[config.mk]
export PLATFORM = sky130hd
export DESIGN_NAME = if_id_reg
export DESIGN_NICKNAME = d
export VERILOG_FILES = /design/src/rtl/if_id_reg_pkg.sv /design/src/rtl/if_id_reg_fetch_exc_check.sv /design/src/rtl/if_id_reg.sv
export SDC_FILE = /design/constraint.sdc
export NUM_CORES = 1
export LEC_CHECK = 0
export BUFFER_PORTS_ARGS = -buffer_cell sky130_fd_sc_hd__buf_4
export CAP_MARGIN = 20
export CORE_ASPECT_RATIO = 1.2
export CORE_UTILIZATION = 45
export DETAILED_ROUTE_END_ITERATION = 16
export GPL_TIMING_DRIVEN = 0
export PLACE_DENSITY = 0.78
export SYNTH_ARGS = -nofsm -noshare
export SYNTH_HDL_FRONTEND = slang
export SYNTH_SLANG_ARGS = --single-unit
[constraint.sdc]
create_clock -name clk -period 3.35 [get_ports clk]
set_input_delay 0.67 -clock clk [delete_from_list [all_inputs] [get_ports clk]]
set_output_delay 0.67 -clock clk [all_outputs]
set_load 0.05 [all_outputs]
[src/rtl/if_id_reg_pkg.sv]
// IF/ID shared constants, exception codes and pipeline bundle.
// Address map follows the instruction memory window 0x3000..0x6FFC.
package if_id_reg_pkg;

  localparam logic [31:0] PC_RESET  = 32'h0000_3000;
  localparam logic [31:0] EXC_ENTRY = 32'h0000_4180;
  localparam logic [31:0] IM_BASE   = 32'h0000_3000;
  localparam logic [31:0] IM_TOP    = 32'h0000_6FFC;
  localparam logic [4:0]  EXC_NONE  = 5'd0;
  localparam logic [4:0]  EXC_ADEL  = 5'd4;
  localparam logic [31:0] NOP       = 32'h0000_0000;

  typedef struct packed {
    logic [31:0] pc;
    logic [31:0] instr;
    logic [4:0]  exc_code;
    logic        bd;
    logic        valid;
  } if_id_t;

  function automatic if_id_t bubble(
    input logic [31:0] pc
  );
    if_id_t b;
    b.pc       = pc;
    b.instr    = NOP;
    b.exc_code = EXC_NONE;
    b.bd       = 1'b0;
    b.valid    = 1'b0;
    return b;
  endfunction

endpackage

[src/rtl/if_id_reg_fetch_exc_check.sv]
// Fetch address check: misaligned or outside the
// instruction memory window raises AdEL.
module fetch_exc_check
  import if_id_reg_pkg::*;
(
  input  logic [31:0] pc,
  output logic        adel
);

  logic misaligned;
  logic below;
  logic above;

  assign misaligned = pc[1:0] != 2'b00;
  assign below      = pc < IM_BASE;
  assign above      = pc > IM_TOP;
  assign adel       = misaligned | below | above;

endmodule

[src/rtl/if_id_reg.sv]
// IF/ID pipeline register with stall, flush, exception
// redirect and fetch address exception capture.
module if_id_reg
  import if_id_reg_pkg::*;
(
  input  logic        clk,
  input  logic        reset,
  input  logic        req,
  input  logic        en,
  input  logic        eret_flush,
  input  logic        d_is_branch,
  input  logic [31:0] f_pc,
  input  logic [31:0] f_instr,
  output logic [31:0] d_pc,
  output logic [31:0] d_instr,
  output logic [4:0]  d_exc_code,
  output logic        d_bd,
  output logic        d_valid
);

  if_id_t q;
  if_id_t ld;
  logic   adel;

  fetch_exc_check u_chk (
    .pc   (f_pc),
    .adel (adel)
  );

  // a faulting fetch keeps its PC but carries a nop
  always_comb begin
    ld.pc       = f_pc;
    ld.instr    = adel ? NOP : f_instr;
    ld.exc_code = adel ? EXC_ADEL : EXC_NONE;
    ld.bd       = d_is_branch;
    ld.valid    = 1'b1;
  end

  always_ff @(posedge clk) begin
    if (reset) begin
      q <= bubble(PC_RESET);
    end else if (req) begin
      q <= bubble(EXC_ENTRY);
    end else if (!en) begin
      q <= q;
    end else if (eret_flush) begin
      q <= bubble(f_pc);
    end else begin
      q <= ld;
    end
  end

  assign d_pc       = q.pc;
  assign d_instr    = q.instr;
  assign d_exc_code = q.exc_code;
  assign d_bd       = q.bd;
  assign d_valid    = q.valid;

endmodule

## After elaboration in Yosys (flattened, before gate mapping)

Cells that the tools add are included.

- Order comparisons: 2
- Mux-type cells: 5
- Bitwise logic cells: 2
- Reductions and logical operators: 3

Operator list:

| kind | count |
|---|---|
| two-way mux 54 bit | 2 |
| two-way mux 39 bit | 1 |
| > comparator 32 x 15 -> 1 bit, second input constant | 1 |
| less-than comparator 32 x 14 -> 1 bit, second input constant | 1 |
| two-way mux 32 bit | 1 |
| nonzero test 2 bit | 2 |
| two-way mux 3 bit | 1 |
| OR 1 bit | 2 |
| OR reduction 2 bit | 1 |

- Word-level logic and storage cells: 18
- Flip-flop bits (word level): 71
- Output and inout bits: 71
- Bits of input ports: 70

## Longest topological paths before layout

- Depth after elaboration: 7
- Mapped depth: 5
- Gate-level depth less buffers: 4

## Hierarchy

From an unflattened synthesis, not the netlist that was laid out.

- Cells, all modules: 206
- Area, all modules: 2,412.3 um^2

Modules (own cells, without submodules):

| module | cells each | seq. area each (um^2) | area an instance (um^2) | instances |
|---|---|---|---|---|
| if_id_reg | 197 | 1,341.3 | 2,357.3 | 1 |
| fetch_exc_check | 9 | 0.0 | 55.1 | 1 |

## Least setup slack after synthesis

No wires, ideal clock.

- Path kind: in2reg
- Start point: input f_pc[17]
- End point: register q (netlist bit d_instr[0])
- Arrival time: 1,900 ps
- Slack: 1,383 ps
- Required time: 3,283 ps
- Stages: 5
- Path buffers: 1
- Library setup time: 67 ps
- Cells stage by stage: nor4_1 > nand4_1 > or4_4 > buf_6 > o21ai_2

- Longest elaborated chain between the ends: 5
- Elaborated cells between the ends (all ways): 6
- Classes of those cells: order compare (2); mux (2); bitwise (2)

RTL lines:

| item | RTL line | RTL |
|---|---|---|
| from (decl) | if_id_reg.sv:12 | `input logic [31:0] f_pc,` |
| less-than comparator 32 x 14 -> 1 bit | if_id_reg_fetch_exc_check.sv:15 | `assign below = pc < IM_BASE;` |
| OR 1 bit | if_id_reg_fetch_exc_check.sv:17 | `assign adel = misaligned \| below \| above;` |
| OR 1 bit * | if_id_reg_fetch_exc_check.sv:17 |  |
| two-way mux 32 bit * | if_id_reg.sv:33 | `ld.instr = adel ? NOP : f_instr;` |
| two-way mux 39 bit * | if_id_reg.sv:46 | `end else if (eret_flush) begin` |
| to (signal assigned) | if_id_reg.sv:45 | `q <= q;` |
| to (signal assigned) | if_id_reg.sv:47 | `q <= bubble(f_pc);` |
| to (signal assigned) | if_id_reg.sv:49 | `q <= ld;` |
| to (decl) | if_id_reg.sv:21 | `if_id_t q;` |

Every way passes the cells marked *; elsewhere a longest branch is shown, timed or not.
A chain may end at the register's enable or synchronous reset.

## Worst setup path in the final report

- Start point: input f_pc[0]
- End point: register q (netlist bit d_instr[11])

- Longest elaborated chain between the ends: 5
- Elaborated cells between the ends (all ways): 7
- Classes of those cells: order compare (2); mux (2); bitwise (2); reduce/logical (1)

RTL lines:

| item | RTL line |
|---|---|
| less-than comparator 32 x 14 -> 1 bit or nonzero test 2 bit (tied branches) | if_id_reg_fetch_exc_check.sv:15, if_id_reg_fetch_exc_check.sv:14 |
| OR 1 bit | if_id_reg_fetch_exc_check.sv:17 |
| OR 1 bit * | if_id_reg_fetch_exc_check.sv:17 |
| two-way mux 32 bit * | if_id_reg.sv:33 |
| two-way mux 39 bit * | if_id_reg.sv:46 |

Marked as above.

==> impl_metrics.toml <==
[status]
status = "completed"

[timing]
worst_slack_ps = 1340
final_hold_viol_count = 0
fmax_ghz = 0.498
setup_tns_ps = 0
worstMarginPinSlew_ps = 711
fin_crit_sh_pct = 60.0
final_max_slew_viol_count = 0
skew_ps = 0
finalSetupViolCount = 0
min_period_ps = 2010
rsz0062_at_grt = "false"
max-slew-margin-rel_pct = 52.6
hold_slack_ps = 478

[clock_network]
cts_buffers = 9
root_buffer = "clkbuf_8"
hold_buffers = 0
post_cts_buffers = 0
htree_levels = 3
clock_sinks = 67
clk_pin_slew_ps = 70
clk-insertion-delay-late_ps = 340
cts_resized = 0
cts_tree = "done"
cts_buffer_depth = 2

[drt]
wl_mm = 7.13
antenna_left = 0
drc = 0
vias = 2553
wl_per_cell_um = 13.9
viasPerCell = 4.97
drtIter0Drc = 86
drtPass1Iterations = 4

[setup_path]
critPathMaxStageDelay_ps = 600
cp.depth = 6
critPathLaunchType = "primary input"
cp_max_fo = 10
crit_family = "simple AND/OR/NAND/NOR gates"
path_cells = "buf_4 -> nor4_1 -> nand4_1 -> or4_4 -> buf_6 -> o21ai_2"
cp-startpoint = "f_pc[0]"
r2r_slack_ps = 2540
path_class = "in2reg"
endpoint = "d_instr[11]$_SDFFE_PP0P_"
reg2reg_depth = 3
reg2reg_to = "d_pc[8]$_SDFFE_PP0P_"
arrival_ps = 2280
slowest_stage = "or4_4"
cp.required_ps = 3620
r2r_start = "d_pc[8]$_SDFFE_PP0P_"
cp-end-kind = "flip-flop"
crit_buf_inv = 2

[pwr]
peakVddDrop_mv = 0.352
power_leakage_nw = 1.80
p_per_area_nw_per_um2 = 441
totalPowerFinal_mw = 1.79

[logic_synthesis]
syn_inst = 280
yosysTopAreaCellShare_pct = 49.4
yosys-top-cells-area = "dfxtp_1, mux2i_1, nand3b_1"
ys_seq_area_share_pct = 49.4
ys_seq_elements = 67
synth_top_cell_by_area = "dfxtp_1"
syn_area_per_cell_um2 = 9.71
synthesis.area_um2 = 2720
yosysWarnings = 0
synth_cell_types = 26

[flow_run]
cap_violations = 0

[global_route]
grt_max_degree = 12
overflow = 0
track_usage_pct = 23.8
antenna_found_initial = 0
grt_pass1_vias = 2508
grt_pass1_wl_mm = 11.4

[floorplanning]
fp.dieArea_um2 = 6360
row_count = 30
die_y_um = 87.1
start_util_pct = 47.3
ioPinCount = 141
die_width_um = 72.9
core_um2 = 5740

[final_layout]
areaGrowthSynthToFinish_pct = 49.2
drive_above_1_share_pct = 42.4
finish.net_count = 499
seqCellArea_um2 = 1340
n_fill_cell = 481
insertedDiodeCount = 0
multi_input_area_um2 = 1240

[placement]
io_buffer_count = 135
globalplace.congestion = 0.781
place_ws_ps = 991
hpwlAfterDp_mm = 5.36

[worst_hold_path]
hold_class = "reg2reg"
registers in the layout, indices dropped and copies added, names as in the netlist:
name	flops
d_valid	1
d_bd	1
d_pc	32
d_exc_code	1
d_instr	32
through the flow:
stage / cell area [um2] / instances / utilization, %
after floorplan: 2730 / 283 / -
after global placement: 3840 / 498 / 66.9
after detailed placement: 3840 / 498 / 66.9
after CTS: 4060 / 514 / 70.6
after global routing: 4060 / 514 / 70.6
final: 4060 / 514 / 70.6
layout make-up:
cell class                 instances  area share (%)
clock buffer                      12            4.07
tap                               80            2.47
timing repair buffer             135            25.0
buffer                            28            3.58
clock inverter                     4            1.17
sequential                        67            33.1
multi-input combinational        188            30.6
layout by cell type, fill, tap and decap left out, types with 2 or more instances in the layout:
master    Yosys  layout
clkbuf_1     18      18
a211oi_1      5       5
nor2b_1       5       5
nand3b_1     32      32
o21bai_1      2       2
clkbuf_8      0      12
mux2i_1      29      29
conb_1        1       4
o21ai_2      22      22
nor4_1        4       4
dfxtp_1      67      67
buf_4         4     139
a21oi_1       2       2
buf_2         2       2
clkinv_2      0       2
nor2_1       33      33
buf_6         3       3
o21ai_1       8       8
nand3_1      33      33
o21ai_0       2       2
per-layer routing:
metal	wire, um	track usage (%)	up-vias
met1	2950	26.9	1158
met4	115	9.09	0
met2	3500	40.5	105
li1	-	-	1281
met3	563	8.68	9
met5	0	0	-
cells in the mapped netlist:
| library cell | count |
|---|---|
| dfxtp_1 | 67 |
| nand3_1 | 33 |
| nor2_1 | 33 |
| nand3b_1 | 32 |
| mux2i_1 | 29 |
| o21ai_2 | 22 |
| clkbuf_1 | 18 |
| o21ai_1 | 8 |
| a211oi_1 | 5 |
| nor2b_1 | 5 |
| buf_4 | 4 |
| nor4_1 | 4 |
| buf_6 | 3 |
| a21oi_1 | 2 |
| buf_2 | 2 |
| o21ai_0 | 2 |
| o21bai_1 | 2 |
| buf_1 | 1 |
| conb_1 | 1 |
| nand2_1 | 1 |
| nand2b_1 | 1 |
| nand4_1 | 1 |
| nor3_1 | 1 |
| o31ai_1 | 1 |
| or2_2 | 1 |
| or4_4 | 1 |
where the power goes:
group | internal (mW) | total, mW | switching (mW)
registers | 0.813 | 0.821 | 0.00837
logic | 0.111 | 0.261 | 0.150
clock network | 0.402 | 0.705 | 0.302
total | 1.33 | 1.79 | 0.461
tightest hold or removal path, delay by kind of cell, from the launching register on:
kind / cells / cell delay [ps]
flip-flops: 1 / 310
AO/OA/AOI/OAI: 1 / 60
AND/OR/NAND/NOR: 1 / 70
kinds of logic after synthesis:
family / count (synthesis) / synth area share [%]
buf+inv: 28 / 5.34
compound gates: 42 / 11.5
other cells: 1 / 0.138
mux: 29 / 10.7
simple gates: 113 / 23.0
flops: 67 / 49.4
worst min path at each step:
stage / startpoint / slack (ps) / endpoint / cells after the start
2_1_floorplan: d_exc_code[2]$_SDFFE_PP0P_ / 690 / d_exc_code[2]$_SDFFE_PP0P_ / 2
3_3_place_gp: d_exc_code[2]$_SDFFE_PP0P_ / 460 / d_exc_code[2]$_SDFFE_PP0P_ / 2
3_5_place_dp: d_exc_code[2]$_SDFFE_PP0P_ / 470 / d_exc_code[2]$_SDFFE_PP0P_ / 2
4_1_cts: d_instr[15]$_SDFFE_PP0P_ / 480 / d_instr[15]$_SDFFE_PP0P_ / 2
5_1_grt: d_instr[15]$_SDFFE_PP0P_ / 500 / d_instr[15]$_SDFFE_PP0P_ / 2
6_report: d_instr[15]$_SDFFE_PP0P_ / 480 / d_instr[15]$_SDFFE_PP0P_ / 2
(Power assumes the default switching activity.)
